===== config.mk =====
export PLATFORM = sky130hd
export DESIGN_NAME = rect_burst_writer
export DESIGN_NICKNAME = d
export VERILOG_FILES = /design/src/rtl/rect_pkg.sv /design/src/rtl/rect_row_splitter.sv /design/src/rtl/rect_burst_writer.sv
export SDC_FILE = /design/constraint.sdc
export NUM_CORES = 1
export LEC_CHECK = 0
export ABC_AREA = 1
export BUFFER_PORTS_ARGS = -buffer_cell sky130_fd_sc_hd__buf_2
export CAP_MARGIN = 20
export CORE_MARGIN = 5
export CORE_UTILIZATION = 38
export CTS_BUF_LIST = sky130_fd_sc_hd__clkbuf_4
export DETAILED_ROUTE_END_ITERATION = 8
export PLACE_DENSITY = 0.55
export SYNTH_ARGS = -nofsm -noshare
export SYNTH_HDL_FRONTEND = slang
export SYNTH_SLANG_ARGS = --single-unit

===== constraint.sdc =====
create_clock -name clk -period 16.55 [get_ports clk]
set_input_delay 2.4825 -clock clk [delete_from_list [all_inputs] [get_ports clk]]
set_output_delay 2.4825 -clock clk [all_outputs]
set_load 0.01 [all_outputs]

===== src/rtl/rect_pkg.sv =====
// Shared types for the rectangle burst writer: FSM state encoding and draw modes.
package rect_pkg;

  typedef enum logic [2:0] {
    IDLE,
    SETUP,
    REQ,
    DATA,
    NEXT,
    DONE
  } state_t;

  localparam logic MODE_FILL    = 1'b0;
  localparam logic MODE_OUTLINE = 1'b1;

endpackage


===== src/rtl/rect_row_splitter.sv =====
// Splits a row segment into bursts of at most MAX_BURST pixels, left to right.
// Holds the current burst column/remainder; col_nxt exposes the column the next cycle will hold.
module rect_row_splitter
  import rect_pkg::*;
#(
  parameter int CW        = 11,
  parameter int LEN_W     = 10,
  parameter int MAX_BURST = 128
) (
  input  logic             clk,
  input  logic             rst_n,
  input  logic             load,
  input  logic             advance,
  input  logic [CW-1:0]    load_col,
  input  logic [CW-1:0]    load_rem,
  output logic [CW-1:0]    col_nxt,
  output logic [LEN_W-1:0] burst_len,
  output logic             more
);
  localparam logic [CW-1:0]    MAXB = CW'(MAX_BURST);
  localparam logic [LEN_W-1:0] LMAX = LEN_W'(MAX_BURST);

  logic [CW-1:0] col_r, rem_r, rem_d;

  always_comb begin
    col_nxt = col_r;
    rem_d   = rem_r;
    if (load) begin
      col_nxt = load_col;
      rem_d   = load_rem;
    end else if (advance) begin
      col_nxt = col_r + MAXB;
      rem_d   = rem_r - MAXB;
    end
  end

  // Remainder above one burst means at least one more burst follows in this segment.
  assign more = (rem_r > MAXB);

  always_ff @(posedge clk or negedge rst_n) begin
    if (!rst_n) begin
      col_r     <= '0;
      rem_r     <= '0;
      burst_len <= '0;
    end else begin
      col_r     <= col_nxt;
      rem_r     <= rem_d;
      burst_len <= (rem_d > MAXB) ? LMAX : LEN_W'(rem_d);
    end
  end

endmodule


===== src/rtl/rect_burst_writer.sv =====
// Rectangle renderer: latches a command, clips it to the screen and walks rows/segments,
// issuing SDRAM write bursts of solid colour (fill or 1-pixel outline).
module rect_burst_writer
  import rect_pkg::*;
#(
  parameter int COORD_W   = 10,
  parameter int SCREEN_W  = 640,
  parameter int SCREEN_H  = 480,
  parameter int MAX_BURST = 128,
  parameter int LEN_W     = 10,
  parameter int ADDR_W    = 22,
  parameter int PIX_W     = 16
) (
  input  logic               clk,
  input  logic               rst_n,
  input  logic               start,
  input  logic               mode,
  input  logic [COORD_W-1:0] x_pixel,
  input  logic [COORD_W-1:0] y_pixel,
  input  logic [COORD_W-1:0] width,
  input  logic [COORD_W-1:0] height,
  input  logic [PIX_W-1:0]   color,
  output logic               busy,
  output logic               done,
  output logic               write_burst_req,
  output logic [ADDR_W-1:0]  write_burst_addr,
  output logic [LEN_W-1:0]   write_burst_len,
  input  logic               write_burst_data_req,
  output logic [PIX_W-1:0]   write_burst_data,
  input  logic               write_burst_data_finish
);
  localparam int            CW    = COORD_W + 1;
  localparam logic [CW-1:0] SCR_W = CW'(SCREEN_W);
  localparam logic [CW-1:0] SCR_H = CW'(SCREEN_H);

  state_t state, state_nxt;

  logic               mode_r;
  logic [COORD_W-1:0] x_r, y_r, w_r, h_r;
  logic [PIX_W-1:0]   color_r;
  logic [CW-1:0]      row_r, row_d, row_inc;
  logic               seg_r, seg_d;

  logic [CW-1:0]      x_sum, y_sum, x_end, y_end, span, x_right;
  logic               empty, right_ok, full_cur, full_inc;

  logic               sp_load, sp_adv, sp_more;
  logic [CW-1:0]      ld_col, ld_rem, col_nxt;
  logic [LEN_W-1:0]   burst_len;
  logic [ADDR_W-1:0]  addr_r;

  // Clipping runs one bit wider than the coordinates so x+width cannot wrap.
  assign x_sum    = CW'(x_r) + CW'(w_r);
  assign y_sum    = CW'(y_r) + CW'(h_r);
  assign x_end    = (x_sum > SCR_W) ? SCR_W : x_sum;
  assign y_end    = (y_sum > SCR_H) ? SCR_H : y_sum;
  assign span     = x_end - CW'(x_r);
  assign x_right  = x_sum - CW'(1);
  assign empty    = (w_r == '0) || (h_r == '0) || (CW'(x_r) >= SCR_W) || (CW'(y_r) >= SCR_H);
  assign right_ok = (w_r > COORD_W'(1)) && (x_sum <= SCR_W);
  assign row_inc  = row_r + CW'(1);

  // Full-width rows: every row in fill mode, top and last visible row in outline mode.
  assign full_cur = (mode_r == MODE_FILL) || (row_r == CW'(y_r)) || (row_r == y_end - CW'(1));
  assign full_inc = (mode_r == MODE_FILL) || (row_inc == y_end - CW'(1));

  always_comb begin
    state_nxt = state;
    sp_load   = 1'b0;
    sp_adv    = 1'b0;
    ld_col    = CW'(x_r);
    ld_rem    = span;
    row_d     = row_r;
    seg_d     = seg_r;
    unique case (state)
      IDLE:  if (start) state_nxt = SETUP;
      SETUP: begin
        if (empty) begin
          state_nxt = DONE;
        end else begin
          sp_load   = 1'b1;
          row_d     = CW'(y_r);
          seg_d     = 1'b0;
          state_nxt = REQ;
        end
      end
      REQ:   if (write_burst_data_req) state_nxt = DATA;
      DATA:  if (write_burst_data_finish) state_nxt = NEXT;
      NEXT: begin
        if (sp_more) begin
          sp_adv    = 1'b1;
          state_nxt = REQ;
        end else if (!full_cur && !seg_r && right_ok) begin
          sp_load   = 1'b1;
          ld_col    = x_right;
          ld_rem    = CW'(1);
          seg_d     = 1'b1;
          state_nxt = REQ;
        end else if (row_inc >= y_end) begin
          state_nxt = DONE;
        end else begin
          sp_load   = 1'b1;
          ld_rem    = full_inc ? span : CW'(1);
          row_d     = row_inc;
          seg_d     = 1'b0;
          state_nxt = REQ;
        end
      end
      DONE:    state_nxt = IDLE;
      default: state_nxt = IDLE;
    endcase
  end

  always_ff @(posedge clk or negedge rst_n) begin
    if (!rst_n) begin
      state   <= IDLE;
      mode_r  <= 1'b0;
      x_r     <= '0;
      y_r     <= '0;
      w_r     <= '0;
      h_r     <= '0;
      color_r <= '0;
      row_r   <= '0;
      seg_r   <= 1'b0;
      addr_r  <= '0;
    end else begin
      state  <= state_nxt;
      row_r  <= row_d;
      seg_r  <= seg_d;
      addr_r <= ADDR_W'(row_d) * ADDR_W'(SCREEN_W) + ADDR_W'(col_nxt);
      if (state == IDLE && start) begin
        mode_r  <= mode;
        x_r     <= x_pixel;
        y_r     <= y_pixel;
        w_r     <= width;
        h_r     <= height;
        color_r <= color;
      end
    end
  end

  rect_row_splitter #(
    .CW        (CW),
    .LEN_W     (LEN_W),
    .MAX_BURST (MAX_BURST)
  ) u_split (
    .clk       (clk),
    .rst_n     (rst_n),
    .load      (sp_load),
    .advance   (sp_adv),
    .load_col  (ld_col),
    .load_rem  (ld_rem),
    .col_nxt   (col_nxt),
    .burst_len (burst_len),
    .more      (sp_more)
  );

  assign busy             = (state != IDLE) && (state != DONE);
  assign done             = (state == DONE);
  assign write_burst_req  = (state == REQ);
  assign write_burst_addr = addr_r;
  assign write_burst_len  = burst_len;
  assign write_burst_data = ((state == REQ || state == DATA) && write_burst_data_req) ? color_r : '0;

endmodule


After elaboration in Yosys (flattened, before gate mapping)

Index checks and enable logic that the tools add are counted.

Output and inout port bits: 51
Register bits: 126
Word-level logic and storage cells: 111
Bits of input ports: 62

$mul: 1
Bitwise gates (word level): 1
Reductions and logical operators: 22
Add/sub/neg operators: 9
Equal/unequal tests: 15
Muxes and demuxes: 41
$lt $le $gt $ge: 9

Operators with widths:

| cell                    | count |
|---|---|
| $mux W11                | 18 |
| $add A10 B10 Y11        | 2 |
| $add A21 B11 Y22        | 1 |
| $eq A11 B11 Y1          | 2 |
| $gt A11 B8 Y1 const B   | 2 |
| $pmux W11 S2            | 1 |
| $sub A11 B1 Y11 const B | 2 |
| $mux W3                 | 7 |
| $logic_not A10 Y1       | 2 |
| $mux W16                | 1 |
| $pmux W3 S5             | 1 |
| $mul A11 B3 Y14 const B | 1 |
| $add A11 B1 Y11 const B | 1 |
| $add A11 B8 Y11 const B | 1 |
| $eq A11 B10 Y1          | 1 |
| $ge A11 B11 Y1          | 1 |
| $gt A11 B10 Y1 const B  | 1 |
| $gt A11 B9 Y1 const B   | 1 |
| $le A11 B10 Y1 const B  | 1 |
| $sub A11 B10 Y11        | 1 |
| $sub A11 B8 Y11 const B | 1 |
| $ge A10 B10 Y1 const B  | 1 |
| $ge A10 B9 Y1 const B   | 1 |
| $gt A10 B1 Y1 const B   | 1 |
| 18 further kinds        | 46 |

Longest topological paths before layout

Word-level depth: 15
Mapped depth: 47
Gate-level depth less buffers: 46

Modules after synthesis

A second synthesis with hierarchy kept.

Cells, all modules: 1,166
Area total of the unflattened synthesis: 8,967.4 sq um

By module, submodules not included:

| module            | times used | seq. area each (sq um) | cells each | area each (sq um) |
|---|---|---|---|---|
| rect_burst_writer | 1          | 2,352.3                | 1,000      | 7,583.5 |
| rect_row_splitter | 1          | 800.8                  | 166        | 1,383.8 |

Worst setup path before layout

Ideal clock, no wire load.

Kind: register to register
From: register y_r[0]
To: register addr_r[19] (netlist: write_burst_addr[19])
Arrival time: 6.130 ns
Library setup time: 0.135 ns
Clock period less this slack: 6.266 ns
Required time: 16.415 ns
Stages on the path, launching flop included: 43
Setup slack: 10.284 ns
Cells stage by stage: dfrtp_1 > ha_1 > inv_1 > fa_1 > nand2_1 > nand2_1 > nor2_1 > nand3_2 > nor2_2 > nor2_4 > nand3_4 > nand2_2 > or2_2 > ha_1 > xnor2_1 > nor2_1 > nand2_1 > nor2_1 > [7 not listed] > clkbuf_1 > nand2_1 > o211ai_1 > a22oi_1 > ha_1 > ha_1 > ha_1 > inv_1 > o21bai_1 > nand3_1 > inv_1 > nand2_1 > nor2_1 > inv_1 > nor2_1 > nand3_1 > nor2_1 > xor3_1

Longest elaborated chain between the ends: 14
Elaborated cells on any way between the ends: 30
Classes of those cells: add/sub: 3; mul: 1; order compare: 3; eq/ne: 2; mux: 15; reduce/logical: 6

Ends and longest elaborated chain:

| element                          | RTL line                 | source |
|---|---|---|
| from (decl)                      | rect_burst_writer.sv:39  | `logic [COORD_W-1:0] x_r, y_r, w_r, h_r;` |
| from (signal assigned)           | rect_burst_writer.sv:134 | `y_r <= y_pixel;` |
| $add A10 B10 Y11                 | rect_burst_writer.sv:54  | `assign y_sum = CW'(y_r) + CW'(h_r);` |
| $gt A11 B9 Y1                    | rect_burst_writer.sv:56  | `assign y_end = (y_sum > SCR_H) ? SCR_H : y_sum;` |
| $mux W11                         | rect_burst_writer.sv:56  |  |
| $sub A11 B1 Y11                  | rect_burst_writer.sv:64  | `assign full_cur = (mode_r == MODE_FILL) \|\| (row_r == CW'(y_r)) \|\| (row_r == y_end - CW'(1));` |
| $eq A11 B11 Y1                   | rect_burst_writer.sv:64  |  |
| $logic_or A1 B1 Y1               | rect_burst_writer.sv:64  |  |
| $logic_not A1 Y1                 | rect_burst_writer.sv:93  | `end else if (!full_cur && !seg_r && right_ok) begin` |
| $logic_and A1 B1 Y1 (2 in a row) | rect_burst_writer.sv:93  |  |
| $mux W11                         | rect_burst_writer.sv:93  |  |
| $mux W11                         | rect_burst_writer.sv:90  | `if (sp_more) begin` |
| $pmux W11 S2 *                   | rect_burst_writer.sv:75  | `unique case (state)` |
| via row_d[1]                     | rect_burst_writer.sv:41  | `logic [CW-1:0] row_r, row_d, row_inc;` |
| $mul A11 B3 Y14 *                | rect_burst_writer.sv:130 | `addr_r <= ADDR_W'(row_d) * ADDR_W'(SCREEN_W) + ADDR_W'(col_nxt);` |
| $add A21 B11 Y22 *               | rect_burst_writer.sv:130 |  |
| to (signal assigned)             | rect_burst_writer.sv:130 |  |
| to (decl)                        | rect_burst_writer.sv:50  | `logic [ADDR_W-1:0] addr_r;` |

Mark *: on every way through the listed nets, which the timed path passes. The rest lies on a longest branch.
A chain may end at the register's enable or synchronous reset.

Final worst setup path

From: register y_r[1]
To: register addr_r[19] (netlist: write_burst_addr[19])

The elaborated chain is that of the path after synthesis.

==> run_results.csv <==
group,metric,value,unit
worst_hold_path,worst_hold_path.num_cells,2,
detailed_routing,detail_route.first_pass.iterations,5,
cts,cts_max_level,4,
cts,postCtsSetupRepairBufs,0,
sta,max-slew-margin-rel,0.292,
cts,worst_skew_pair.late_latency,570,ps
sta,final.period_utilization,0.443,
cells_and_area,fillers,2389,
logic_synthesis,count_of_state_elements_after_synthesis,119,
die,die_width,162,um
sta,fin_tns_setup,0,ps
logic_synthesis,synth-edff-count,0,
critical_path,r2r_start,"y_r[1]$_DFFE_PN0P_",
detailed_routing,detail_route.vias_per_cell,4.95,
logic_synthesis,mappedNetlistArea,8820,um^2
critical_path,critPathMaxFanout,22,
cells_and_area,multi_input_area,5080,um^2
global_routing,globalRoute.totalOverflow,0,
worst_hold_path,hp-start,"seg_r$_DFFE_PN0P_",
critical_path,most_common_cell_on_crit_path,"sky130_fd_sc_hd__nor2_1",
die,fp.dieH,162,um
global_routing,grt_start_max_net_pins,91,
placement,post_dp_cell_area,9670,um^2
logic_synthesis,async_reset_ff_frac,1.00,
sta,grt_setup_unrepaired,"no",
cells_and_area,final_net_count,1410,
critical_path,critical-path-top-delay-family,"simple AND/OR/NAND/NOR gates",
cts,hold_buffers,0,
cells_and_area,finish.instance_area,9940,um^2
critical_path,timing.critical_path.to_type,"register",
critical_path,timing.critical_path.from,"y_r[1]$_DFFE_PN0P_",
cts,clockRootBuffer,"sky130_fd_sc_hd__clkbuf_4",
placement,port_buffers,112,
detailed_routing,drcViolationCount,0,
global_routing,grt_pass1_vias,7769,
placement,place.detailed.instances,1570,
detailed_routing,initialDrtViolationCount,548,
global_routing,grt_use_total,0.193,
cts,max-clock-path-buffers,2,
sta,final.min_clock_period,7340,ps
logic_synthesis,ys_warn_count,0,
worst_hold_path,timing.hold.worst.class,"reg -> reg",
sta,worst_pin_slew,1050,ps
cells_and_area,post_route_cells_drive_above_1_share,0.164,
critical_path,critical_path.n_buffers_inverters,3,
sta,fin_worst_skew,22.0,ps
sta,timing_hold_violations_final,0,
critical_path,worstPathArrival,7790,ps
cells_and_area,final-instance-count-excl-fill,1603,
critical_path,max_stage_delay,510,ps
cts,cts_tree,"done",
die,design.core.area,22800,um^2
cts,clkSinkCount,119,
global_routing,grt_first_pass_wirelength,40200,um
run_status,result_of_the_run,"complete, no violations",
job,max_cap_violations,0,
die,io_pins,113,
logic_synthesis,postSynthCellCount,1167,
cts,clock_pin_transition_on_the_worst_setup_and_hold_timing_paths,140,ps
detailed_routing,route.detailed.wl_per_inst,15.6,um
detailed_routing,drt.antenna.violating_nets,0,
cells_and_area,regArea,2980,um^2
critical_path,worst-r2r-cell-count,37,
logic_synthesis,postSynth.topFlopCell,"sky130_fd_sc_hd__dfrtp_1",
die,die_area,26400,um^2
detailed_routing,postRouteWirelength,25000,um
global_routing,antenna_violations_before_repair,1,
logic_synthesis,synth.lib_cells_used.distinct,52,
sta,clock.fmax,136,MHz
sta,maxSlewViolCount,0,
critical_path,crit_path_top_delay_cell,"sky130_fd_sc_hd__dfrtp_1",
critical_path,path_class,"reg -> reg",
cts,cts_made_buffers,17,
detailed_routing,detailroute.via_count,7929,
sta,timing.final.setup_violations,0,
cells_and_area,final_cell_utilization_of_the_core,0.437,
placement,hpwl,19600,um
critical_path,crit_required,17000,ps
logic_synthesis,synthesized_area_per_cell,7.56,um^2
die,floorplan.initialDensity,0.387,
logic_synthesis,synth_sequential_area_ratio,0.338,
critical_path,worst_setup_path_start_kind,"register",
die,fp-row-count,55,
cells_and_area,area_growth_from_synthesis_to_final_layout,12.7,%
cts,cts-resized-gates,0,
critical_path,crit_cells,37,
placement,gp_congestion,0.989,
-- layer usage --
layer,track usage,vias to the layer above,part of all wire
met3,0.0339,28,0.042
met1,0.253,3688,0.46
li1,-,4036,-
met5,0,-,0
met2,0.328,177,0.48
met4,0.0542,0,0.020
-- synth_stat cells (all sizes together) (3+ instances only) --
library cell | count | area [um^2]
xnor2 | 19 | 166
buf | 12 | 86.3
o2111ai | 3 | 26.3
inv | 168 | 631
nand2 | 241 | 935
or2 | 3 | 18.8
xor2 | 36 | 315
nor4 | 8 | 50.1
o22ai | 3 | 18.8
dfrtp | 119 | 2980
fa | 5 | 100
o211ai | 8 | 60.1
o21bai | 6 | 45.0
clkbuf | 15 | 56.3
o21a | 3 | 22.5
nor2 | 146 | 609
a31oi | 11 | 68.8
nand3b | 9 | 67.6
a22oi | 7 | 52.6
nand3 | 69 | 405
o21ai | 53 | 269
ha | 67 | 838
mux2 | 24 | 270
nand4 | 15 | 93.8
nor3 | 13 | 65.1
a21oi | 86 | 434
-- logic make-up after synthesis --
group,count (synthesis),share of synthesized area
adder cells (fa/ha/maj),72,0.106
flip-flops,119,0.338
XOR/XNOR,56,0.0573
other,2,0.000851
AND/OR/NAND/NOR,508,0.257
AO/OA/AOI/OAI,189,0.121
multiplexers,24,0.0306
buffers and inverters,197,0.0885
-- final timing paths --
check,endpoint,slack [ps]
max,write_burst_addr[19]$_DFF_PN0_,9210
min,seg_r$_DFFE_PN0P_,500
max reg2reg,write_burst_addr[19]$_DFF_PN0_,9210
min reg2reg,seg_r$_DFFE_PN0P_,500
max in group asynchronous,w_r[0]$_DFFE_PN0P_,13270
min in group asynchronous,y_r[4]$_DFFE_PN0P_,1960
-- placed cells by master (no fill, tap or decap), drive strengths merged, types with 2 or more instances in the layout --
cell type and instances:
nand2 241, inv 175, nor2 146, dfrtp 119
buf 114, a21oi 86, nand3 69, ha 67
o21ai 53, xor2 36, mux2 24, xnor2 19
clkbuf 18, nand4 15, nor3 13, a31oi 11
nand3b 9, nor4 8, o211ai 8, a22oi 7
o21bai 6, fa 5, conb 5, clkinv 5
o2111ai 3, o22ai 3, o21a 3, or2 3
clkinvlp 3, a211oi 2, and3 2, a21o 2
-- cell type report --
type	count	area share
Inverter	170	0.0642
Multi-Input combinational cell	854	0.511
Sequential cell	119	0.299
Antenna cell	1	0.000252
Timing Repair Buffer	114	0.0581
Clock inverter	14	0.0141
Tap cell	313	0.0394
Clock buffer	18	0.0136
-- state kept, by name, indices dropped and copies added, names as in the netlist --
register           count
seg_r                  1
u_split.col_r         11
state                  3
u_split.rem_r         11
w_r                   10
y_r                   10
x_r                   10
row_r                 11
u_split.burst_len     10
mode_r                 1
h_r                   10
write_burst_addr      15
color_r               16
-- worst reg2reg max path, delay by kind of cell (launching register included) --
| kind | cells | cell delay, ps |
|---|---|---|
| AO/OA/AOI/OAI | 6 | 1360 |
| XOR/XNOR | 3 | 710 |
| adder cells (fa/ha/maj) | 5 | 1700 |
| buffers and inverters | 3 | 270 |
| flip-flops | 1 | 510 |
| AND/OR/NAND/NOR | 20 | 2690 |
-- per-stage QoR --
step	worst slack [ps]	hold slack [ps]
3_5_place_dp	9250	472
6_report	9210	499
2_1_floorplan	10280	443
5_1_grt	8520	532
4_1_cts	9230	505
3_3_place_gp	9410	469
Power is not shown: default switching activity piles up to over one toggle a cycle in this logic, so the estimate is an artifact.
